==> config.mk <==
export PLATFORM = sky130hd
export DESIGN_NAME = pacman_motion
export DESIGN_NICKNAME = d
export VERILOG_FILES = /design/src/rtl/pacman_pkg.sv /design/src/rtl/tile_neighbor.sv /design/src/rtl/pacman_motion.sv
export SDC_FILE = /design/constraint.sdc
export NUM_CORES = 1
export LEC_CHECK = 0
export ABC_AREA = 1
export BUFFER_PORTS_ARGS = -buffer_cell sky130_fd_sc_hd__buf_2
export CAP_MARGIN = 5
export CORE_MARGIN = 2
export CORE_UTILIZATION = 62
export DETAILED_ROUTE_END_ITERATION = 12
export PLACE_DENSITY = 0.94
export SETUP_SLACK_MARGIN = 0.15
export SYNTH_ARGS = -nofsm -noshare
export SYNTH_HDL_FRONTEND = slang
export SYNTH_SLANG_ARGS = --single-unit
==> constraint.sdc <==
create_clock -name Clk -period 3.6 [get_ports Clk]
set_input_delay 0.18 -clock Clk [delete_from_list [all_inputs] [get_ports Clk]]
set_output_delay 0.18 -clock Clk [all_outputs]
set_load 0.03 [all_outputs]
==> src/rtl/pacman_pkg.sv <==
// Shared types and constants for the Pac-Man motion controller.
package pacman_pkg;

  // Heading order matches adjacent_walls_vga: up, right, down, left.
  typedef enum logic [1:0] {
    UP    = 2'd0,
    RIGHT = 2'd1,
    DOWN  = 2'd2,
    LEFT  = 2'd3
  } dir_t;

  typedef enum logic [1:0] {
    StIdle = 2'd0,
    StTurn = 2'd1,
    StFwd  = 2'd2,
    StMove = 2'd3
  } state_t;

  localparam int unsigned TILE_SIZE  = 16;
  localparam int unsigned GRID_W     = 40;
  localparam int unsigned GRID_H     = 30;
  localparam logic [9:0]  X_WRAP_MAX = 10'd624;

  localparam logic [5:0] LAST_COL = 6'(GRID_W - 1);
  localparam logic [4:0] LAST_ROW = 5'(GRID_H - 1);

  localparam logic [7:0] KEY_W = 8'h1A;
  localparam logic [7:0] KEY_A = 8'h04;
  localparam logic [7:0] KEY_S = 8'h16;
  localparam logic [7:0] KEY_D = 8'h07;

  // Flipping bit 1 maps up<->down and right<->left.
  function automatic dir_t opposite(dir_t d);
    return dir_t'(d ^ 2'b10);
  endfunction

endpackage

==> src/rtl/tile_neighbor.sv <==
// Combinational neighbour-tile lookup with horizontal tunnel wrap.
module tile_neighbor
  import pacman_pkg::*;
(
  input  logic [5:0] tile_x,
  input  logic [4:0] tile_y,
  input  logic [1:0] d,
  output logic [5:0] nbr_x,
  output logic [4:0] nbr_y,
  output logic       off_grid
);

  // Step one tile in d; rows above 0 or below the last row are off the grid.
  always_comb begin
    nbr_x    = tile_x;
    nbr_y    = tile_y;
    off_grid = 1'b0;
    case (dir_t'(d))
      UP: begin
        if (tile_y == 5'd0) off_grid = 1'b1;
        else                nbr_y    = tile_y - 5'd1;
      end
      DOWN: begin
        if (tile_y == LAST_ROW) off_grid = 1'b1;
        else                    nbr_y    = tile_y + 5'd1;
      end
      RIGHT: nbr_x = (tile_x == LAST_COL) ? 6'd0 : tile_x + 6'd1;
      LEFT:  nbr_x = (tile_x == 6'd0) ? LAST_COL : tile_x - 6'd1;
      default: ;
    endcase
  end

endmodule

==> src/rtl/pacman_motion.sv <==
// Per-frame Pac-Man position controller: turn, wall check, one-pixel step.
module pacman_motion
  import pacman_pkg::*;
#(
  parameter logic [9:0] START_X = 10'd304,
  parameter logic [9:0] START_Y = 10'd368
) (
  input  logic       Clk,
  input  logic       Reset,
  input  logic       frame_clk,
  input  logic [7:0] keycode,
  output logic [5:0] query_tile_x,
  output logic [4:0] query_tile_y,
  input  logic       query_is_wall,
  output logic [9:0] pacman_x,
  output logic [9:0] pacman_y,
  output logic [1:0] dir,
  output logic       moving,
  output logic       eat_valid,
  output logic [5:0] eat_tile_x,
  output logic [4:0] eat_tile_y
);

  state_t     state_q, state_d;
  logic [9:0] x_q, x_d, y_q, y_d;
  dir_t       dir_q, dir_d, req_dir_q, req_dir_d, query_dir;
  logic       req_valid_q, req_valid_d;
  logic       blocked_q, blocked_d;
  logic       moving_q, moving_d;
  logic       eat_valid_q, eat_valid_d;
  logic [5:0] eat_tx_q, eat_tx_d;
  logic [4:0] eat_ty_q, eat_ty_d;
  logic       frame_q;
  logic       frame_rise, aligned, off_grid, nbr_wall;

  assign frame_rise = frame_clk & ~frame_q;
  assign aligned    = (x_q[3:0] == 4'd0) && (y_q[3:0] == 4'd0);

  // TURN probes the requested heading; every other state probes the current one.
  assign query_dir = (state_q == StTurn) ? req_dir_q : dir_q;

  tile_neighbor u_tile_neighbor (
    .tile_x   (x_q[9:4]),
    .tile_y   (y_q[8:4]),
    .d        (query_dir),
    .nbr_x    (query_tile_x),
    .nbr_y    (query_tile_y),
    .off_grid (off_grid)
  );

  // Off-grid rows count as walls without trusting the ROM.
  assign nbr_wall = off_grid | query_is_wall;

  // Next-state and datapath updates for the four-step frame sequence.
  always_comb begin
    state_d     = state_q;
    x_d         = x_q;
    y_d         = y_q;
    dir_d       = dir_q;
    req_dir_d   = req_dir_q;
    req_valid_d = req_valid_q;
    blocked_d   = blocked_q;
    moving_d    = moving_q;
    eat_valid_d = 1'b0;
    eat_tx_d    = eat_tx_q;
    eat_ty_d    = eat_ty_q;
    unique case (state_q)
      StIdle: if (frame_rise) state_d = StTurn;
      StTurn: begin
        state_d = StFwd;
        if (aligned && req_valid_q && (req_dir_q != dir_q)) begin
          if (!nbr_wall) dir_d = req_dir_q;
          req_valid_d = 1'b0;
        end else if (!aligned && req_valid_q && (req_dir_q == opposite(dir_q))) begin
          dir_d       = req_dir_q;
          req_valid_d = 1'b0;
        end
      end
      StFwd: begin
        state_d   = StMove;
        blocked_d = aligned & nbr_wall;
      end
      StMove: begin
        state_d  = StIdle;
        moving_d = ~blocked_q;
        if (!blocked_q) begin
          case (dir_q)
            UP:    y_d = y_q - 10'd1;
            DOWN:  y_d = y_q + 10'd1;
            RIGHT: x_d = (x_q == X_WRAP_MAX) ? 10'd0 : x_q + 10'd1;
            LEFT:  x_d = (x_q == 10'd0) ? X_WRAP_MAX : x_q - 10'd1;
            default: ;
          endcase
          if ((x_d[3:0] == 4'd0) && (y_d[3:0] == 4'd0)) begin
            eat_valid_d = 1'b1;
            eat_tx_d    = x_d[9:4];
            eat_ty_d    = y_d[8:4];
          end
        end
      end
      default: state_d = StIdle;
    endcase
    // A new key overrides the clear issued by TURN in the same cycle.
    case (keycode)
      KEY_W: begin req_dir_d = UP;    req_valid_d = 1'b1; end
      KEY_D: begin req_dir_d = RIGHT; req_valid_d = 1'b1; end
      KEY_S: begin req_dir_d = DOWN;  req_valid_d = 1'b1; end
      KEY_A: begin req_dir_d = LEFT;  req_valid_d = 1'b1; end
      default: ;
    endcase
  end

  // State register with synchronous reset.
  always_ff @(posedge Clk) begin
    if (Reset) begin
      state_q     <= StIdle;
      x_q         <= START_X;
      y_q         <= START_Y;
      dir_q       <= LEFT;
      req_dir_q   <= LEFT;
      req_valid_q <= 1'b0;
      blocked_q   <= 1'b0;
      moving_q    <= 1'b0;
      eat_valid_q <= 1'b0;
      eat_tx_q    <= 6'd0;
      eat_ty_q    <= 5'd0;
      frame_q     <= 1'b0;
    end else begin
      state_q     <= state_d;
      x_q         <= x_d;
      y_q         <= y_d;
      dir_q       <= dir_d;
      req_dir_q   <= req_dir_d;
      req_valid_q <= req_valid_d;
      blocked_q   <= blocked_d;
      moving_q    <= moving_d;
      eat_valid_q <= eat_valid_d;
      eat_tx_q    <= eat_tx_d;
      eat_ty_q    <= eat_ty_d;
      frame_q     <= frame_clk;
    end
  end

  assign pacman_x   = x_q;
  assign pacman_y   = y_q;
  assign dir        = dir_q;
  assign moving     = moving_q;
  assign eat_valid  = eat_valid_q;
  assign eat_tile_x = eat_tx_q;
  assign eat_tile_y = eat_ty_q;

endmodule

==> impl_metrics.env, run 1 <==
export IMPL_cts_tree="yes"
export IMPL_worstSetupStartpoint="state_q[1]"
export IMPL_rows=27
export IMPL_switching_share=0.478
export IMPL_grt_max_degree=23
export IMPL_synth_top_area_frac=0.240
export IMPL_relSlewSlack=0.379
export IMPL_clockBufferDepth=2
export IMPL_via_count=3749
export IMPL_die_h_um=79.2
export IMPL_dp_cells=660
export IMPL_n_antenna_cell=0
export IMPL_multi_input_area_um2=2250
export IMPL_clkLatencyLatePin_ns=0.30
export IMPL_wire_per_inst_um=13.4
export IMPL_cp_arrival_ns=2.46
export IMPL_power_frac_comb=0.489
export IMPL_vdd_drop_max_mv=0.306
export IMPL_synth_warnings=0
export IMPL_syn_mean_instance_area_um2=6.39
export IMPL_routabilityCongestion=0.915
export IMPL_port_buffers=57
export IMPL_via_per_inst=5.61
export IMPL_drt_pass1_iter_count=5
export IMPL_r2r_start="dir[1]"
export IMPL_tns_ns=0
export IMPL_hold_viol=0
export IMPL_min_period_ns=2.64
export IMPL_drc=0
export IMPL_synth_cell_area_um2=3500
export IMPL_power_switching_mw=0.866
export IMPL_finalPower_mw=1.81
export IMPL_fin_skew_ns=0.00747
export IMPL_intPower_mw=0.948
export IMPL_antenna_left=0
export IMPL_required_ns=3.42
export IMPL_nets=630
export IMPL_drt_wl_total_um=8940
export IMPL_cts_buffers=5
export IMPL_powerDensity_nw_per_um2=468
export IMPL_layout_worst_path_cycle_share=0.733
export IMPL_synth_cell_type_count=40
export IMPL_status="finished, final reports clean"
export IMPL_core_area_um2=5470
export IMPL_grt_setup_unrepaired="no"
export IMPL_worst_slew_pin_slew_ns=0.931
export IMPL_h_tree_depth=2
export IMPL_fmax_mhz=379
export IMPL_synth_fp_nets=583
export IMPL_clock_sinks=42
export IMPL_seq_area_um2=841
export IMPL_path_clk_slew_ns=0.08
export IMPL_synth_area_leaders="dfxtp_1 24%, nand2_1 14%, ha_1 7.9%, inv_1 7.7%, nand3_1 6.7%"
export IMPL_cts_root_buf="clkbuf_8"
export IMPL_die_x_um=79.2
export IMPL_grt_pass1_wl_um=14900
export IMPL_holdWs_ns=0.107
export IMPL_worstHoldStart="frame_clk"
export IMPL_cp_end_kind="primary output"
export IMPL_hpwl_um=6740
export IMPL_drv_slew=0
export IMPL_grt_ovfl_total=0
export IMPL_power_frac_clock=0.173
export IMPL_layout_drive_gt1_share=0.164
export IMPL_p_leak_nw=2.07
export IMPL_crit_type="flip-flop to primary output"
export IMPL_setup_viol=0
export IMPL_cap_violations=0
export IMPL_pin_count=58
export IMPL_initial_utilization=0.640
export IMPL_synth_largest_area_cell="dfxtp_1"
export IMPL_grt_use_total=0.294
export IMPL_cts_setup_buffers=0
export IMPL_die_area_um2=6270
export IMPL_drt_iter0_markers=312
export IMPL_start_kind="flip-flop"
export IMPL_antenna_found_initial=0
export IMPL_instances_no_fill=668
export IMPL_grt_pass1_vias=3372
export IMPL_cts_resized=0
export IMPL_yosysSeqAreaShare=0.240
export IMPL_seqPwrFrac=0.338
export IMPL_area_growth_pct=10.7
export IMPL_syn_inst=548
export IMPL_nFillCells=474
export IMPL_cts_hold_buffers=0
export IMPL_synth_seq_cells=42
export IMPL_hold_class="input port to flip-flop"
export IMPL_critical_path_max_fanout=9
-- cell usage in the layout, fill, tap and decap left out, types with 5 or more instances in the layout --
cell,n
o221ai_1,5
nand3_1,47
nand4_1,10
inv_1,72
dfxtp_1,42
a21oi_1,23
nor2_1,54
o211ai_1,10
inv_2,9
ha_1,22
nand2_1,129
clkbuf_8,6
nor3_1,5
o21ai_0,36
buf_2,57
xor2_1,18
o21ai_1,7
nor2_2,5
-- cell usage after synthesis (all sizes together) --
cell     number
o31ai         1
clkbuf        9
o21ai        43
nand3b        1
inv          81
o221ai        5
nand4        10
nand2       135
fa            1
buf           9
dfxtp        42
nor3          5
a21oi        23
nand3        51
xor2         18
nor2         64
o2111ai       1
nor4b         1
and2          1
nor4          1
or2           2
ha           22
a31oi         3
o21bai        1
xnor2         3
a211oi        4
o211ai       10
clkinv        1
-- state kept, by name, indices dropped and copies added (netlist names), 2 cells and up --
| name | count |
|---|---|
| pacman_y | 10 |
| req_dir_q | 2 |
| eat_tile_y | 5 |
| eat_tile_x | 6 |
| dir | 2 |
| state_q | 2 |
| pacman_x | 10 |
-- final timing paths --
check | to | slack [ns] | cells past startpoint
hold reg to reg | req_valid_q | 0.48 | 2
hold / removal | frame_q | 0.11 | 3
setup / recovery | query_tile_y[0] | 0.96 | 9
setup reg to reg | eat_tile_x[2] | 0.97 | 12
-- layout make-up --
type	count	area share
Clock buffer	6	0.0213
Timing Repair Buffer	58	0.0755
Inverter	82	0.0806
Sequential cell	42	0.217
Clock inverter	2	0.00323
Tap cell	72	0.0232
Multi-Input combinational cell	406	0.579
-- critical path, stage by stage, from the launching register on --
cell and delay (ns):
dfxtp_1 0.37, inv_1 0.10, ha_1 0.25, o21ai_1 0.42
inv_2 0.18, nor2_1 0.17, o21ai_1 0.16, nand2_1 0.14
xor2_1 0.16, buf_2 0.22
-- cell families (layout without fill, tap and decap cells) --
group / Yosys count / count (layout) / share of synthesized area
compound gates: 91 / 91 / 0.149
flops: 42 / 42 / 0.240
fa+ha+maj: 23 / 23 / 0.0843
xor+xnor: 21 / 21 / 0.0525
buf+inv: 100 / 148 / 0.119
simple gates: 271 / 271 / 0.356
-- per-layer routing --
metal | global-route usage | wire, um | vias up
met5 | 0 | 0 | -
met4 | 0.109 | 218 | 0
met3 | 0.0500 | 764 | 30
met2 | 0.509 | 4250 | 196
met1 | 0.366 | 3700 | 1649
li1 | - | - | 1874
-- per-stage QoR --
| step | instance area, um2 | setup WS (ns) | utilization |
|---|---|---|---|
| final | 3880 | 0.960 | 0.709 |
| after global routing | 3880 | 0.709 | 0.709 |
| after CTS | 3880 | 0.962 | 0.709 |
| after detailed placement | 3780 | 1.02 | 0.691 |
| after floorplan | 3500 | 0.965 | - |
| after global placement | 3780 | 1.16 | 0.691 |
-- power groups by stage --
| stage | registers (mW) | clock network, mW | logic [mW] |
|---|---|---|---|
| 2_1_floorplan | 0.644 | 0 | 0.648 |
| 3_3_place_gp | 0.617 | 0 | 0.844 |
| 3_5_place_dp | 0.621 | 0 | 0.872 |
| 4_1_cts | 0.610 | 0.320 | 0.876 |
| 5_1_grt | 0.626 | 0.340 | 0.977 |
| 6_report | 0.614 | 0.314 | 0.886 |
Power figures use the tool's default switching activity.
==> inputs of run 2 (changes only) <==
- CORE_UTILIZATION: 62 -> 57
- PLACE_DENSITY: 0.94 -> 0.88
- clock period: 3.6 -> 2.8 ns (I/O delays scaled with it)
==> impl_metrics.env, run 2 (synthesized netlist as in run 1, its figures left out) <==
export IMPL_crit_type="flip-flop to primary output"
export IMPL_layout_setup_ws_ns=0.295
export IMPL_hpwl_um=6860
export IMPL_seqPwrFrac=0.339
export IMPL_final_common_cell="nand2_1"
export IMPL_intPower_mw=1.20
export IMPL_port_buffers=57
export IMPL_layout_drive_gt1_share=0.174
export IMPL_vdd_drop_max_mv=0.467
export IMPL_r2r_slack_ns=0.47
export IMPL_initial_utilization=0.592
export IMPL_rows=28
export IMPL_cts_buffers=5
export IMPL_grt_max_degree=23
export IMPL_clockBufferDepth=2
export IMPL_die_x_um=82.4
export IMPL_tns_ns=0
export IMPL_fmax_mhz=399
export IMPL_cts_root_buf="clkbuf_8"
export IMPL_h_tree_depth=2
export IMPL_drt_pass1_iter_count=5
export IMPL_clkLatencyLatePin_ns=0.30
export IMPL_hold_viol=0
export IMPL_core_area_um2=5920
export IMPL_powerDensity_nw_per_um2=593
export IMPL_grt_use_total=0.278
export IMPL_required_ns=2.66
export IMPL_routabilityCongestion=0.932
export IMPL_seq_area_um2=841
export IMPL_n_antenna_cell=0
export IMPL_multi_input_area_um2=2260
export IMPL_pin_count=58
export IMPL_power_frac_comb=0.492
export IMPL_switching_share=0.482
export IMPL_placed_cell_area_um2=3810
export IMPL_die_area_um2=6790
export IMPL_drv_slew=0
export IMPL_power_switching_mw=1.12
export IMPL_p_leak_nw=2.08
export IMPL_holdWs_ns=0.0470
export IMPL_cap_violations=0
export IMPL_grt_ovfl_total=0
export IMPL_fin_skew_ns=0.00761
export IMPL_grt_pass1_wl_um=14700
export IMPL_worst_slew_pin_slew_ns=0.719
export IMPL_wire_per_inst_um=13.4
export IMPL_power_frac_clock=0.168
export IMPL_area_growth_pct=11.6
export IMPL_drc=0
export IMPL_via_per_inst=5.46
export IMPL_hold_class="input port to flip-flop"
export IMPL_relSlewSlack=0.520
export IMPL_grt_pass1_vias=3283
export IMPL_fin_area_um2=3910
export IMPL_min_period_ns=2.51
export IMPL_nFillCells=534
export IMPL_cp_arrival_ns=2.37
export IMPL_die_h_um=82.4
export IMPL_dp_cells=666
export IMPL_instances_no_fill=674
export IMPL_layout_worst_path_cycle_share=0.895
export IMPL_cts_tree="yes"
export IMPL_antenna_left=0
export IMPL_path_clk_slew_ns=0.08
export IMPL_start_kind="flip-flop"
export IMPL_antenna_found_initial=0
export IMPL_drt_iter0_markers=342
export IMPL_via_count=3680
export IMPL_grt_setup_unrepaired="yes"
export IMPL_nets=633
export IMPL_critical_path_max_fanout=6
export IMPL_setup_viol=0
export IMPL_status="finished, final reports clean"
export IMPL_drt_wl_total_um=9000
export IMPL_most_common_layout_cells="128 x nand2_1, 72 x inv_1, 57 x buf_2"
export IMPL_post_place_ws_ns=0.398
export IMPL_cp_end_kind="primary output"
export IMPL_clock_sinks=42
-- run 2: changes by cell type in the layout (fill, tap and decap cells not counted) --
cell | previous run | this run
clkbuf_8 | 6 | 5
o21ai_1 | 7 | 6
ha_2 | 0 | 1
nand2_2 | 4 | 5
clkinv_4 | 1 | 2
nand2_1 | 129 | 128
buf_4 | 1 | 4
o21ai_2 | 0 | 1
ha_1 | 22 | 21
-- run 2: repair_timing --
item / CTS / global route
setup buffers: 0 / 0
hold endpoints to repair: 0 / 0
hold buffers: 0 / 0
resized for setup: 0 / 3
setup endpoints to repair: 0 / 12
-- run 2: worst paths after layout --
check | endpoint | startpoint | cells after the start
worst max-delay path | query_tile_y[0] | state_q[1] | 9
worst min-delay path | frame_q | frame_clk | 3
worst max register to register | eat_tile_x[2] | pacman_x[4] | 11
worst min register to register | moving | moving | 2
-- run 2: layout make-up --
cell class	count	area share
multi-input cells	406	0.577
well taps	75	0.0240
flip-flops and latches	42	0.215
clock buffers	5	0.0176
inverters	82	0.0800
repair buffers	61	0.0807
clock inverters	3	0.00544
-- run 2: worst max-delay path, stage by stage, from the launching register on --
cell,delay [ns]
dfxtp_1,0.37
inv_1,0.10
ha_1,0.26
o21ai_1,0.41
inv_1,0.13
nor2_2,0.24
nand2_1,0.08
nand2_1,0.11
xor2_1,0.15
buf_2,0.21
-- run 2: metrics by stage --
stage	total power [mW]	util
floorplan	1.66	-
detailed placement	1.92	0.643
global route	2.50	0.660
finish	2.32	0.660
global placement	1.89	0.643
CTS	2.31	0.659
-- run 2: routing by layer --
metal / part of all wire / up-vias / global-route usage
met3: 0.060 / 17 / 0.0380
met5: 0 / - / 0
met2: 0.49 / 133 / 0.475
met4: 0.018 / 0 / 0.103
met1: 0.43 / 1651 / 0.354
li1: - / 1879 / -
-- run 2: power by group through the flow --
| stage | Sequential (mW) | Combinational [mW] | Clock, mW |
|---|---|---|---|
| 3_3_place_gp | 0.795 | 1.10 | 0 |
| 5_1_grt | 0.803 | 1.27 | 0.428 |
| 4_1_cts | 0.784 | 1.13 | 0.396 |
| 3_5_place_dp | 0.798 | 1.13 | 0 |
| 2_1_floorplan | 0.829 | 0.833 | 0 |
| 6_report | 0.786 | 1.14 | 0.390 |
==> inputs of run 3 (changes only) <==
- ABC_AREA: 1 -> default
==> impl_metrics.env, run 3 <==
export IMPL_required_ns=2.95
export IMPL_via_per_inst=6.65
export IMPL_clkLatencyLatePin_ns=0.30
export IMPL_fmax_mhz=381
export IMPL_clockBufferDepth=2
export IMPL_start_kind="flip-flop"
export IMPL_synth_top_area_frac=0.248
export IMPL_fin_skew_ns=0.00731
export IMPL_antenna_found_initial=0
export IMPL_antenna_left=0
export IMPL_drv_slew=0
export IMPL_cts_hold_buffers=0
export IMPL_cts_buffers=5
export IMPL_cap_violations=0
export IMPL_synth_most_common_cell="nand2_1"
export IMPL_vdd_drop_max_mv=0.488
export IMPL_nFillCells=474
export IMPL_slowest_stage="or4_1"
export IMPL_powerDensity_nw_per_um2=616
export IMPL_die_area_um2=6590
export IMPL_ys_async_sr_fraction=0
export IMPL_grt_pass1_wl_um=16500
export IMPL_worst_slew_pin_slew_ns=0.675
export IMPL_hpwl_um=7240
export IMPL_critical_path_max_fanout=10
export IMPL_area_growth_pct=17.6
export IMPL_synth_largest_area_cell="dfxtp_1"
export IMPL_layout_worst_path_cycle_share=0.938
export IMPL_post_place_ws_ns=0.0298
export IMPL_grt_setup_unrepaired="yes"
export IMPL_path_delay_family="compound AO/OA/AOI/OAI gates"
export IMPL_port_buffers=57
export IMPL_p_leak_nw=1.65
export IMPL_grt_ovfl_total=0
export IMPL_synth_cell_type_count=62
export IMPL_h_tree_depth=2
export IMPL_nets=540
export IMPL_setup_viol=0
export IMPL_rows=28
export IMPL_synth_warnings=0
export IMPL_layout_setup_ws_ns=0.173
export IMPL_synth_cell_area_um2=3400
export IMPL_syn_inst=448
export IMPL_synth_area_leaders="dfxtp_1 25%, ha_1 8.1%, a21oi_1 5.2%, nand2_1 4.9%, o21ai_0 4.9%"
export IMPL_min_period_ns=2.63
export IMPL_critical_path_max_stage_delay_ns=0.43
export IMPL_synthTopCellsByCount="44 x nand2_1, 42 x dfxtp_1, 38 x nor2_1"
export IMPL_cts_tree="yes"
export IMPL_path_clk_slew_ns=0.09
export IMPL_yosysSeqAreaShare=0.248
export IMPL_status="finished, final reports clean"
export IMPL_core_area_um2=5850
export IMPL_tns_ns=0
export IMPL_synth_seq_cells=42
export IMPL_drc=0
export IMPL_synthFlopType="dfxtp_1"
export IMPL_crit_buf_inv=2
export IMPL_hold_class="input port to flip-flop"
export IMPL_synth_fp_nets=483
export IMPL_layout_drive_gt1_share=0.229
export IMPL_synth_edff_count=0
export IMPL_pin_count=58
export IMPL_grt_use_total=0.318
export IMPL_final_common_cell="buf_2"
export IMPL_hold_viol=0
export IMPL_crit_type="flip-flop to flip-flop"
export IMPL_wire_per_inst_um=18.0
export IMPL_worstPathCellList="inv_2 -> nand2_8 -> fa_2 -> xor2_1 -> or4_1 -> a21oi_2 -> o311ai_2 -> buf_4 -> a2111oi_1 -> a211oi_1"
export IMPL_initial_utilization=0.581
export IMPL_relSlewSlack=0.550
export IMPL_routabilityCongestion=0.985
export IMPL_cp_end_kind="flip-flop"
export IMPL_n_antenna_cell=0
export IMPL_cts_root_buf="clkbuf_8"
export IMPL_most_common_layout_cells="57 x buf_2, 43 x nand2_1, 39 x dfxtp_1"
export IMPL_syn_mean_instance_area_um2=7.58
export IMPL_cp_arrival_ns=2.78
export IMPL_clock_sinks=42
export IMPL_grt_pass1_vias=3481
export IMPL_drt_pass1_iter_count=6
export IMPL_drt_iter0_markers=572
export IMPL_via_count=3863
export IMPL_grt_max_degree=36
export IMPL_die_h_um=81.2
export IMPL_die_x_um=81.2
export IMPL_drt_wl_total_um=10500
## run 3: changes by cell type after synthesis, moves of 9 or more
cell | before | now
clkbuf_1 | 9 | 22
inv_2 | 9 | 0
nand3_1 | 47 | 14
nor2_1 | 54 | 38
nand2_1 | 129 | 44
xor2_1 | 18 | 5
a21oi_1 | 23 | 35
inv_1 | 72 | 15
xnor2_1 | 3 | 12
## run 3: kinds of logic after synthesis
| kind of cell | synth area share |
|---|---|
| DFF | 0.248 |
| AOI/OAI and AO/OA | 0.300 |
| xor gates and xnor gates | 0.0438 |
| muxes | 0.0280 |
| adders and majority gates | 0.0869 |
| and+or+nand+nor | 0.239 |
| buffers and inverters | 0.0549 |
## run 3: where the power goes
group	internal (mW)	switching [mW]
Sequential	0.648	0.0789
Clock	0.266	0.234
Combinational	0.410	0.821
## run 3: worst paths after layout
check / from / to / slack [ns] / cells after the start
worst min register to register: eat_tile_x[0] / eat_tile_x[0] / 0.49 / 1
worst max register to register: dir[0] / eat_tile_y[2] / 0.17 / 10
worst max-delay path: dir[0] / eat_tile_y[2] / 0.17 / 10
worst min-delay path: frame_clk / frame_q / 0.06 / 3
## run 3: cell type report
cell class / count / area [um2] / area share
clock buffer: 5 / 68.8 / 0.0172
clock inverter: 3 / 43.8 / 0.0110
inverter: 16 / 60.1 / 0.0150
multi-input combinational: 360 / 2420 / 0.606
sequential: 42 / 850 / 0.213
tap: 75 / 93.8 / 0.0235
timing repair buffer: 80 / 458 / 0.115
## run 3: per-stage QoR
| step | power (mW) | instance area [um2] | hold WS (ns) | utilization | instances |
|---|---|---|---|---|---|
| CTS | 2.40 | 3970 | 0.0664 | 0.679 | 581 |
| finish | 2.46 | 4000 | 0.0641 | 0.683 | 581 |
| global placement | 1.86 | 3850 | 0.365 | 0.658 | 573 |
| detailed placement | 1.90 | 3850 | 0.384 | 0.658 | 573 |
| floorplan | 1.58 | 3460 | 0.269 | - | 448 |
| global route | 2.59 | 4000 | 0.0748 | 0.683 | 581 |
## run 3: timing repair
item	in CTS	in global routing
pin swaps	0	0
endpoints found under the setup margin	14	15
setup buffers	0	0
resized for setup	4	5
## run 3: metal layers
layer | GRT usage | share of wire | vias up
met5 | 0 | 0 | -
met4 | 0.131 | 0.033 | 0
met3 | 0.0556 | 0.10 | 59
met2 | 0.493 | 0.46 | 279
met1 | 0.436 | 0.41 | 1740
li1 | - | - | 1785
## run 3: worst reg2reg max path, delay by kind of cell (launching register included)
| kind | cells | cell delay [ns] |
|---|---|---|
| AOI/OAI and AO/OA | 4 | 0.74 |
| DFF | 1 | 0.35 |
| buffers and inverters | 2 | 0.31 |
| xor gates and xnor gates | 1 | 0.16 |
| and+or+nand+nor | 2 | 0.52 |
| adders and majority gates | 1 | 0.39 |
